### src/rtl/string_serializer.sv
// Parallel-to-serial converter with one-word skid buffer; each bit is held DIV clocks
// and a new word can follow the previous one with no idle cycle.
module string_serializer #(
    parameter int unsigned WIDTH     = 8,
    parameter int unsigned DIV       = 4,
    parameter int unsigned MSB_FIRST = 1
) (
    input  logic             clk,
    input  logic             reset,
    input  logic [WIDTH-1:0] data_in,
    input  logic             data_valid,
    output logic             data_ready,
    output logic             x,
    output logic             x_valid,
    output logic             busy,
    output logic             word_done
);

    localparam int unsigned DW = (DIV > 1) ? $clog2(DIV) : 1;
    localparam int unsigned BW = $clog2(WIDTH);

    typedef enum logic {
        IDLE  = 1'b0,
        SHIFT = 1'b1
    } state_t;

    state_t           state;
    logic [WIDTH-1:0] shreg;
    logic [WIDTH-1:0] hold;
    logic             hold_full;
    logic [DW-1:0]    div_cnt;
    logic [BW-1:0]    bit_cnt;

    logic shifting;
    logic div_wrap;
    logic last_bit;
    logic take;

    // Output decode uses only state registers; reset gating keeps data_ready low while held in reset.
    assign shifting   = (state == SHIFT);
    assign div_wrap   = (div_cnt == DW'(DIV - 1));
    assign last_bit   = (bit_cnt == BW'(WIDTH - 1));
    assign data_ready = reset && (!shifting || !hold_full);
    assign take       = data_valid && data_ready;
    assign x          = shifting && ((MSB_FIRST != 0) ? shreg[WIDTH-1] : shreg[0]);
    assign x_valid    = shifting && (div_cnt == '0);
    assign busy       = shifting;
    assign word_done  = shifting && last_bit && div_wrap;

    always_ff @(posedge clk or negedge reset) begin
        if (!reset) begin
            state     <= IDLE;
            shreg     <= '0;
            hold      <= '0;
            hold_full <= 1'b0;
            div_cnt   <= '0;
            bit_cnt   <= '0;
        end else begin
            case (state)
                IDLE: begin
                    if (take) begin
                        shreg   <= data_in;
                        state   <= SHIFT;
                        div_cnt <= '0;
                        bit_cnt <= '0;
                    end
                end
                SHIFT: begin
                    if (word_done) begin
                        div_cnt <= '0;
                        bit_cnt <= '0;
                        if (hold_full) begin
                            shreg     <= hold;
                            hold_full <= 1'b0;
                        end else if (take) begin
                            // Hold is empty, so a word arriving on the last edge goes straight in.
                            shreg <= data_in;
                        end else begin
                            shreg <= '0;
                            state <= IDLE;
                        end
                    end else begin
                        if (take) begin
                            hold      <= data_in;
                            hold_full <= 1'b1;
                        end
                        if (div_wrap) begin
                            div_cnt <= '0;
                            bit_cnt <= bit_cnt + BW'(1);
                            if (MSB_FIRST != 0) begin
                                shreg <= {shreg[WIDTH-2:0], 1'b0};
                            end else begin
                                shreg <= {1'b0, shreg[WIDTH-1:1]};
                            end
                        end else begin
                            div_cnt <= div_cnt + DW'(1);
                        end
                    end
                end
                default: state <= IDLE;
            endcase
        end
    end

endmodule
### config.mk
export PLATFORM = sky130hd
export DESIGN_NAME = string_serializer
export DESIGN_NICKNAME = d
export VERILOG_FILES = /design/src/rtl/string_serializer.sv
export SDC_FILE = /design/constraint.sdc
export NUM_CORES = 1
export LEC_CHECK = 0
export CAP_MARGIN = 20
export CORE_ASPECT_RATIO = 0.9
export CORE_MARGIN = 1.5
export CORE_UTILIZATION = 50
export DETAILED_ROUTE_END_ITERATION = 7
export HOLD_SLACK_MARGIN = 0.1
export PLACE_DENSITY = 0.73
export SLEW_MARGIN = 20
export SYNTH_ARGS = -nofsm -noshare
export SYNTH_HDL_FRONTEND = slang
export SYNTH_SLANG_ARGS = --single-unit
### constraint.sdc
create_clock -name clk -period 2.6 [get_ports clk]
set_clock_uncertainty 0.05 [all_clocks]
set_input_delay 0.26 -clock clk [delete_from_list [all_inputs] [get_ports clk]]
set_output_delay 0.26 -clock clk [all_outputs]
set_load 0.02 [all_outputs]
After elaboration in Yosys (flattened, before gate mapping)
Cells that the tools add are included.
{"block": "totals", "output_inout_bits": 5, "word_cells": 48, "regBits": 23}
{"block": "op_classes", "bitwise": 2, "addsub": 2, "muxes": 20, "n_reduce_logical": 14, "n_eq_ne": 4}
{"cell": "8-bit 2-to-1 mux", "count": 5}
{"cell": "8-bit one-hot mux with 2 select lines", "count": 1}
{"cell": "3-bit 2-to-1 mux", "count": 3}
{"cell": "1-bit logical AND", "count": 6}
{"cell": "2-bit 2-to-1 mux", "count": 3}
{"cell": "3-bit one-hot mux with 2 select lines", "count": 1}
{"cell": "1-bit 2-to-1 mux", "count": 5}
{"cell": "2-bit one-hot mux with 2 select lines", "count": 1}
{"cell": "2-bit AND reduction", "count": 2}
{"cell": "3-bit by 1-bit adder with 3-bit output, second input constant", "count": 1}
{"cell": "3-bit == test, second input constant", "count": 1}
{"cell": "3-bit by 2-bit inequality test with 1-bit output, second input constant", "count": 1}
{"cell": "3-bit AND reduction", "count": 1}
{"cell": "2-bit by 1-bit adder with 2-bit output, second input constant", "count": 1}
{"cell": "2-bit == test, second input constant", "count": 1}
{"cell": "1-bit zero test", "count": 2}
{"cell": "2-bit zero test", "count": 1}
{"cell": "2-bit inequality test, second input constant", "count": 1}
{"cell": "1-bit NOT", "count": 2}
{"cell": "1-bit one-hot mux with 2 select lines", "count": 1}
{"cell": "2-bit nonzero test", "count": 1}
{"cell": "1-bit logical OR", "count": 1}

Longest topological paths before layout
Gate-level depths: netlist of run 1.
{"block": "logic_depth", "depth_word": 8, "mapped_depth": 7, "mapped_depth_nobuf": 6}

Least setup slack after synthesis of run 1
OpenSTA, ideal clock, no wires.
{"block": "synth_path", "path_type": "reg2reg", "start": "register bit_cnt[0]", "end": "register hold[0]", "path_slack_ns": 0.633, "required_time_ns": 2.425, "period_less_slack_ns": 1.967, "n_path_buf": 1, "path_stages_with_launch": 7, "setup_ns": 0.125, "arrival_ns": 1.792, "path_cell_list": "dfrtp_1 -> ha_1 -> ha_1 -> buf_6 -> nand2_4 -> nor4b_4 -> mux2_2"}
{"block": "synth_via", "elab_chain_cells": 5}
{"element": "start, declared", "line": "32", "source": "logic [BW-1:0] bit_cnt;"}
{"element": "start signal, assigned", "line": "89", "source": "bit_cnt <= bit_cnt + BW'(1);"}
{"element": "3-bit == test", "line": "42", "source": "assign last_bit = (bit_cnt == BW'(WIDTH - 1));"}
{"element": "1-bit logical AND (2 in a row)", "line": "48", "source": "assign word_done = shifting && last_bit && div_wrap;"}
{"element": "1-bit NOT (no source line)"}
{"element": "3-bit AND reduction (no source line)"}
{"element": "end signal, assigned", "line": "84", "source": "hold <= data_in;"}
{"element": "end, declared", "line": "29", "source": "logic [WIDTH-1:0] hold;"}
No other way between the ends.
A chain may end at the register's enable or synchronous reset.

Worst setup path after layout of run 1
{"block": "layout_path", "start": "register bit_cnt[0]", "end": "output port word_done"}
{"block": "layout_via", "elab_chain_cells": 3}
{"element": "3-bit == test", "line": "42"}
{"element": "1-bit logical AND (2 in a row)", "line": "48"}
{"element": "end, declared", "line": "16", "source": "output logic word_done"}
No other way between the ends.

==> results of run 1 <==
==> state kept, by name, indices dropped and copies added, names as in the netlist <==
name / flops
div_cnt: 2
bit_cnt: 3
hold: 8
shreg: 8
hold_full: 1
busy: 1
==> power by group through the flow <==
stage          registers, mW  clock network, mW  logic (mW)
2_1_floorplan          0.614                  0       0.523
3_3_place_gp           0.657                  0       0.635
3_5_place_dp           0.668                  0       0.656
4_1_cts                0.659              0.175       0.660
5_1_grt                0.685              0.184       0.749
6_report               0.659              0.165       0.664
==> synth_stat cells <==
cell	number
a21oi_1	2
nand2_2	1
nand2_4	1
o21ai_0	4
o31ai_2	1
nor4b_4	1
nand4_1	8
and2_1	2
inv_1	4
a21boi_0	1
nor2b_1	1
buf_6	1
dfrtp_1	23
inv_2	1
a31oi_1	8
mux2_2	8
buf_2	2
clkbuf_1	3
a31o_2	2
nand3_1	2
o21ai_2	1
nor2_1	10
nor3_1	2
a21o_1	8
mux2i_1	2
nand2_1	18
ha_1	4
==> per-layer routing <==
layer / share of wire / vias to the layer above / global-route usage / wire, µm
met5: 0 / - / 0 / 0
li1: - / 466 / - / -
met1: 0.49 / 442 / 0.317 / 1230
met4: 0.0060 / 0 / 0.0250 / 15
met2: 0.45 / 31 / 0.317 / 1140
met3: 0.055 / 2 / 0.0636 / 138
==> worst reg2reg max path, stage by stage, from the launching register on <==
cell and delay (ns):
dfrtp_1 0.43, ha_1 0.22, ha_2 0.26, nand2_4 0.15, nor4b_4 0.32, buf_4 0.22
mux2_2 0.34
==> cell type report <==
| class | count | area [µm²] |
|---|---|---|
| Fill cell | 207 | 798 |
| Multi-Input combinational cell | 87 | 589 |
| Sequential cell | 23 | 576 |
| Timing Repair Buffer | 19 | 180 |
| Tap cell | 27 | 33.8 |
| Clock buffer | 4 | 26.3 |
| Inverter | 5 | 18.8 |
==> timing repair <==
item	in CTS	in global routing
endpoints found under the setup margin	0	1
buffers inserted	0	0
resized for setup	0	2
==> logic make-up (layout without fill, tap and decap cells) <==
family                     Yosys count  in the layout  synth area share
AOI/OAI and AO/OA                   27             27             0.154
muxes                               10             10            0.0911
buffers and inverters               11             28            0.0424
and+or+nand+nor                     46             46             0.195
DFF                                 23             23             0.476
adders and majority gates            4              4            0.0414
==> per-stage QoR <==
stage | power (mW) | hold WS, ns
finish | 1.49 | 0.291
global route | 1.62 | 0.311
CTS | 1.49 | 0.298
detailed placement | 1.32 | 0.447
global placement | 1.29 | 0.445
floorplan | 1.14 | -0.0856
==> worst max path at each step <==
stage / from / endpoint / slack (ns)
floorplan: bit_cnt[0] / hold[0] / 0.63
global placement: bit_cnt[0] / word_done / 0.45
detailed placement: bit_cnt[0] / word_done / 0.40
CTS: bit_cnt[0] / word_done / 0.01
global route: bit_cnt[0] / word_done / 0.06
finish: bit_cnt[0] / word_done / 0.19
==> summary.md, run 1 <==
| Metric | Value |
|---|---|
| Most frequent cells in the layout | dfrtp_1 (23), nand2_1 (18), clkdlybuf4s50_1 (15), nor2_1 (10) |
| Post-route core utilization | 0.641 |
| Placed Instances | between 150 and 200 |
| Flop2flop setup slack | ~0.51 ns |
| Clock slew at reported path FFs | approximately 0.13 ns |
| Synth area leader | dfrtp_1 |
| Inserted Clock Buffers | 3 |
| Commonest non-fill, non-tap cell in the layout | dfrtp_1 |
| Ports | 16 |
| Logic pwr share | 0.446 |
| Syn_area_per_cell | 9.99 µm² |
| Final instance area | between 1000 and 1500 µm² |
| Clk sinks | 23 |
| Post-Synthesis Cells | approximately 120 |
| Register bit count reported by yosys | 23 |
| Max-cap viol count | 0 |
| Crit Path Class | flop to output pin |
| Die boundary width | roughly 55 µm |
| Die area | around 2700 µm² |
| # hold bufs at CTS | 0 |
| Top cells by area, synth | dfrtp_1 (48%), mux2_2 (7.5%), nand2_1 (5.6%) |
| CP cell instances | ha_1 > ha_2 > nand3_2 > inv_1 > clkdlybuf4s50_1 |
| Period minus WS final | about 2.4 ns |
| Die height | 49.6 µm |
| Placeable Area | approximately 2200 µm² |
| Worst VDD drop | roughly 0.00058 V |
| Sequential-to-total area share from yosys stat | 0.476 |
| Initial antenna violation count | 0 |
| P_leak | 0.655 nW |
| Row count | 16 |
| PortBufs | 15 |
| Crit-path slowest cell | clkdlybuf4s50_1 |
| Max_slew headroom | 0.556 |
| Ant. Diodes | 0 |
| Required @ worst endpoint | between 2 and 2.5 ns |
| Worst-path maximum fanout | 10 |
| Slack of the critical path | about 0.19 ns |
| Clock Power Share | 0.111 |
| Layout Cells excl Fill | roughly 170 |
| Pint | ~0.9 mW |
| Root buf cell | clkbuf_4 |
| Pwr Density | around 1000 nW/µm² |
| Final Setup Violations | 0 |
| Switching Share | 0.383 |
| Net Switching | about 0.57 mW |
| Delay-heaviest family, CP | buffers and inverters |
| Worst hold path type | primary input to asynchronous set/reset pin |
| Vias in the first global route | roughly 900 |
| GRT overflow | 0 |
| Critical Path AT | ~2.1 ns |
| Final Max Tran Viols | 0 |
| Area share of the largest cell type after synthesis | 0.476 |
| Worst path bufs/invs | 2 |
| Slowest Stage Delay on Critical Path | 0.60 ns |
| DP HPWL | approximately 1.7 mm |
| First DRT Iteration DRCs | 17 |
| RSZ-0062 raised after global routing | false |
| CTS tree | yes |
| WP depth | 5 |
| CTS max path bufs | 2 |
| Endpoint class of the critical path | output pin |
| Initial core utilization | 0.544 |
| Status | completed |
| Via Count | 941 |
| Setup_tns | 0 ns |
| Highest clock rate | between 400 and 500 MHz |
| Distinct cell type count after synthesis | 27 |
| Area post-placement | about 1400 µm² |
| Share of cells above drive strength 1 | 0.181 |
| First-pass GRT wire length | 4.20 mm |
| Nets@finish | roughly 150 |
| Reg2reg end | hold[0] |
| Total Routing Usage GR | 0.215 |
| DRC | 0 |
| CP startpoint kind | flop |
| Worst-margin pin slew | ~0.67 ns |
| Skew-Pair Late Insertion Delay | between 0.3 and 0.4 ns |
| Ys Warns | 0 |
| Netlist Area Pre-Place | 1210 µm² |
| Area grow syn2layout | 17.8% |
| Final hold vios | 0 |
| Place WS | 0.398 ns |
| Drt via density | between 5 and 6 |
| Final ANT Viol Nets | 0 |
| H-Tree Depth | 1 |
| Period utilization | 0.925 |
| Placer Congestion | approximately 0.75 |
| Overall routed net length | approximately 2.5 mm |
| Synthesized Nets | around 140 |
| FF-to-FF Start | bit_cnt[0] |
| Drt wl/cell | between 15 and 20 µm |
| Worst R2R Path Depth | 6 |
| Flop pwr share | 0.443 |
| Largest net degree at the start of global routing | 18 |
| DRT Pass-1 Iters | 4 |
(Power assumes the default switching activity.)
==> run 2, diff against run 1 <==
- DONT_BUFFER_PORTS: default -> 1
- PLACE_DENSITY: 0.73 -> default
==> run 2 against run 1 <==
Compared with the run above:
- design area fell by 4.4%
- sequential share of layout area rose by 1.9 points
- critical path depth fell by 1
- fmax rose by 17%
- register-to-register slack improved by 0.06 ns
- non-clock buffer count fell by 5
- largest power group is now sequential cells
==> summary.md, run 2 (synthesis results as in run 1) <==
| Metric | Value |
|---|---|
| Setup_tns | 0 ns |
| # fillers | between 200 and 250 |
| First-pass GRT wire length | about 4.2 mm |
| Max-cap viol count | 0 |
| Worst VDD drop | just under 0.0007 V |
| Tot Pwr | between 1 and 1.5 mW |
| Highest clock rate | between 400 and 500 MHz |
| Final ANT Viol Nets | 0 |
| Final Setup Violations | 0 |
| Commonest non-fill, non-tap cell in the layout | dfrtp_1 |
| Logic pwr share | 0.427 |
| Share of cells above drive strength 1 | 0.180 |
| Flop pwr share | 0.460 |
| Largest net degree at the start of global routing | 24 |
| Place WS | roughly 0.56 ns |
| Skew-Pair Late Insertion Delay | roughly 0.30 ns |
| Clk sinks | 23 |
| RSZ-0062 raised after global routing | false |
| Area grow syn2layout | 12.6% |
| Slack of the critical path | 0.552 ns |
| Clock slew at reported path FFs | ~0.12 ns |
| Row count | 16 |
| H-Tree Depth | 1 |
| Pint | roughly 0.9 mW |
| Cell mode on critical path | ha_1 |
| Slowest Stage Delay on Critical Path | approximately 0.41 ns |
| Pwr Density | 1050 nW/µm² |
| Endpoint class of the critical path | output pin |
| Crit Path Class | flop to output pin |
| Placeable Area | approximately 2200 µm² |
| GRT overflow | 0 |
| P_leak | about 0.64 nW |
| CP cell instances | ha_1 > ha_1 > nand3_1 > inv_1 |
| Status | completed |
| Final hold vios | 0 |
| Worst R2R Path Depth | 6 |
| Ports | 16 |
| Initial antenna violation count | 0 |
| Max_slew headroom | 0.538 |
| Critical Path Source | bit_cnt[0] |
| CTS tree | yes |
| Worst-path maximum fanout | 10 |
| Critical Path End | word_done |
| Drt wl/cell | about 15 µm |
| Vias in the first global route | 905 |
| CP startpoint kind | flop |
| Worst hold path type | primary input to flop |
| Inserted Clock Buffers | 3 |
| Nets@finish | approximately 150 |
| First DRT Iteration DRCs | 16 |
| Initial core utilization | 0.544 |
| Switching Share | 0.381 |
| Crit-path slowest cell | dfrtp_1 |
| Flop2flop setup slack | 0.57 ns |
| Via Count | ~900 |
| Overall routed net length | approximately 2.4 mm |
| PortBufs | 0 |
| Period minus WS final | between 2 and 2.5 ns |
| Die boundary width | 54.8 µm |
| Die area | 2720 µm² |
| Die height | between 40 and 50 µm |
| Total Routing Usage GR | 0.213 |
| Most frequent cells in the layout | dfrtp_1 (23), nand2_1 (18), nor2_1 (10), dlygate4sd3_1 (9) |
| Required @ worst endpoint | around 2.3 ns |
| Ant. Diodes | 0 |
| FF-to-FF Start | bit_cnt[0] |
| Placed Instances | around 150 |
| DRT Pass-1 Iters | 4 |
| Largest regs | hold (8), shreg (8), bit_cnt (3) |
| Critical Path AT | 1.74 ns |
| Layout Cells excl Fill | 160 |
| Drt via density | ~5.6 |
| Period utilization | 0.788 |
| Placer Congestion | 0.737 |
| Clock Power Share | 0.113 |
| Post-route core utilization | 0.613 |
| Root buf cell | clkbuf_4 |
| Reg2reg end | hold[6] |
| Worst-margin pin slew | between 0.6 and 0.7 ns |
| DP HPWL | about 1.6 mm |
| DRC | 0 |
| Final Max Tran Viols | 0 |
| CTS max path bufs | 2 |
| Post-cts sizing count | 0 |
| Net Switching | approximately 0.54 mW |
[run 2: layout make-up]
type	count	area [µm²]	area share
clock buffer	4	26.3	0.0193
tap	27	33.8	0.0248
timing repair buffer	14	125	0.0919
multi-input combinational	87	582	0.427
sequential	23	576	0.423
inverter	5	18.8	0.0138
[run 2: power groups by stage]
stage	logic (mW)	clock network, mW	registers [mW]
2_1_floorplan	0.523	0	0.614
3_3_place_gp	0.581	0	0.660
3_5_place_dp	0.594	0	0.663
4_1_cts	0.617	0.172	0.654
5_1_grt	0.695	0.189	0.680
6_report	0.608	0.161	0.654
[run 2: stage by stage]
| step | hold slack [ns] | cell area [µm²] |
|---|---|---|
| 6_report | 0.125 | 1360 |
| 5_1_grt | 0.138 | 1360 |
| 3_3_place_gp | -0.0851 | 1240 |
| 2_1_floorplan | -0.0856 | 1210 |
| 4_1_cts | 0.123 | 1360 |
| 3_5_place_dp | -0.0850 | 1240 |
[run 2: critical path, delay by kind of cell, from the launching register on]
family                   cells  cell delay (ns)
flip-flops                   1             0.41
adder cells (fa/ha/maj)      2             0.56
buffers and inverters        1             0.22
AND/OR/NAND/NOR              1             0.25
[run 2: metal layers]
| layer | global-route usage | vias up | part of all wire |
|---|---|---|---|
| met5 | 0 | - | 0 |
| met4 | 0.0375 | 0 | 0.0063 |
| met3 | 0.0667 | 2 | 0.040 |
| met2 | 0.310 | 13 | 0.45 |
| met1 | 0.311 | 427 | 0.50 |
| li1 | - | 455 | - |
[run 2: repair_timing]
action / CTS / global route
endpoints found under the setup margin: 0 / 0
setup buffers: 0 / 0
hold buffers: 9 / 1
endpoints found under the hold margin: 38 / 23
[run 2: worst min-delay path by stage]
| stage | start | endpoint | cells after the start |
|---|---|---|---|
| floorplan | reset | bit_cnt[0] | 0 |
| finish | data_in[0] | shreg[0] | 2 |
| detailed placement | reset | shreg[5] | 0 |
| CTS | data_in[0] | shreg[0] | 2 |
| global route | data_in[0] | shreg[0] | 2 |
| global placement | reset | hold[5] | 0 |
==> run 3, diff against run 2 <==
- PLACE_DENSITY: default -> 0.68
- clock period: 2.6 -> 1.8 ns (I/O delays scaled with it)
==> run 3 against run 2 <==
Compared with the run above:
- combinational power increased by 69%
- register-to-register slack got worse by 0.51 ns
- core utilization increased by 5.5 points
- sequential power increased by 40%
- final cell count increased by 4.4%
- hold slack improved by 0.058 ns
- sequential cell count unchanged
- critical path depth increased by 2
- power increased by 54%
- critical path type is now flop to flop
==> summary.md, run 3 (synthesis results as in run 1) <==
| Metric | Value |
|---|---|
| Layout Cells excl Fill | approximately 170 |
| Final Max Tran Viols | 0 |
| CP startpoint kind | flop |
| Highest clock rate | 575 MHz |
| Slack of the critical path | 0.0608 ns |
| Pint | 1.35 mW |
| Period utilization | 0.966 |
| Placed Instances | ~150 |
| Initial antenna violation count | 0 |
| PortBufs | 0 |
| Nets@finish | approximately 160 |
| Die height | between 40 and 50 µm |
| GRT overflow | 0 |
| Die boundary width | roughly 55 µm |
| Drt wl/cell | between 15 and 20 µm |
| Pwr Density | ~1500 nW/µm² |
| Skew-Pair Late Insertion Delay | 0.31 ns |
| Logic pwr share | 0.470 |
| Commonest non-fill, non-tap cell in the layout | dfrtp_1 |
| Required @ worst endpoint | just under 2 ns |
| Post-CTS setup buffer count | 0 |
| Clock Power Share | 0.112 |
| Worst hold margin | about 0.18 ns |
| Initial core utilization | 0.544 |
| P_leak | ~0.68 nW |
| Row count | 16 |
| Reg2reg end | hold[3] |
| Largest net degree at the start of global routing | 24 |
| Final ANT Viol Nets | 0 |
| DRC | 0 |
| Most frequent cells in the layout | dfrtp_1 (23), nand2_1 (18), nor2_1 (10), dlygate4sd3_1 (10) |
| Root buf cell | clkbuf_4 |
| Max_slew headroom | 0.536 |
| Setup_tns | 0 ns |
| Endpoint class of the critical path | flop |
| CTS max path bufs | 2 |
| Drt via density | between 5 and 6 |
| Area grow syn2layout | 22.7% |
| DRT Pass-1 Iters | 4 |
| Overall routed net length | 2.55 mm |
| Switching Share | 0.387 |
| Final Setup Violations | 0 |
| Worst R2R Path Depth | 6 |
| Vias in the first global route | about 900 |
| Area of the multi-input gates | about 630 µm² |
| Worst Hold End | shreg[0] |
| Flop pwr share | 0.418 |
| H-Tree Depth | 1 |
| Worst hold path type | primary input to flop |
| Total Routing Usage GR | 0.220 |
| Critical Path AT | 1.90 ns |
| Clk sinks | 23 |
| Worst VDD drop | between 0.0009 and 0.001 V |
| Die area | 2720 µm² |
| Critical Path Source | bit_cnt[0] |
| Worst hold path startpoint | reset |
| Final hold vios | 0 |
| Flop2flop setup slack | 0.06 ns |
| Place WS | 0.0560 ns |
| Ant. Diodes | 0 |
| Ports | 16 |
| Share of cells above drive strength 1 | 0.243 |
| Clock slew at reported path FFs | roughly 0.13 ns |
| RSZ-0062 raised after global routing | true |
| Period minus WS final | roughly 1.7 ns |
| First-pass GRT wire length | 4.22 mm |
| Inserted Clock Buffers | 3 |
| Hold path depth | 4 |
| Placer Congestion | 0.730 |
| DP HPWL | 1.67 mm |
| Worst-margin pin slew | a little under 0.7 ns |
| Largest regs | hold (8), shreg (8), bit_cnt (3) |
| Via Count | about 960 |
| Worst-path maximum fanout | 9 |
| Tot Pwr | 2.19 mW |
| Crit Path Class | flop to flop |
| Net Switching | roughly 0.85 mW |
| First DRT Iteration DRCs | 12 |
| Max-cap viol count | 0 |
| Register Area | 576 µm² |
| # fillers | between 150 and 200 |
| FF-to-FF Start | bit_cnt[0] |
| Placeable Area | ~2200 µm² |
| CTS tree | yes |
| Status | completed |
[run 3: worst max-delay path by stage]
stage | end | cells after the start
after detailed placement | hold[2] | 6
final | hold[3] | 6
after global placement | hold[4] | 6
after global routing | hold[6] | 6
after CTS | word_done | 5
after floorplan | hold[0] | 6
[run 3: metrics by stage]
step	cell area, µm²	util
floorplan	1230	-
global placement	1300	0.583
detailed placement	1300	0.583
CTS	1450	0.651
global route	1480	0.667
finish	1480	0.667
[run 3: per-layer routing]
layer,share of wire,track usage
met2,0.48,0.343
met3,0.029,0.0636
met4,0,0.0250
met1,0.49,0.311
met5,0,0
[run 3: what timing repair did]
| action | in CTS | in global routing |
|---|---|---|
| gates resized for setup | 2 | 6 |
| hold endpoints to repair | 40 | 23 |
| endpoints found under the setup margin | 1 | 14 |
| pin swaps | 0 | 3 |
| cloned | 0 | 0 |
| hold buffers | 11 | 1 |
[run 3: critical path: stages, from the launching register on]
cell and delay [ns]:
dfrtp_1 0.43, ha_2 0.20, ha_4 0.17, nand2_4 0.06, nor4b_4 0.19, buf_6 0.19
mux2_2 0.34
[run 3: cell type report]
class	count	area share
tap	27	0.0228
clock buffer	4	0.0177
timing repair buffer	21	0.132
multi-input combinational	87	0.424
inverter	5	0.0143
sequential	23	0.388
[run 3: power groups by stage]
stage	registers (mW)	clock network, mW	logic, mW
global route	0.945	0.269	1.14
floorplan	0.893	0	0.779
global placement	0.914	0	0.926
detailed placement	0.926	0	0.965
CTS	0.915	0.252	1.01
finish	0.917	0.245	1.03
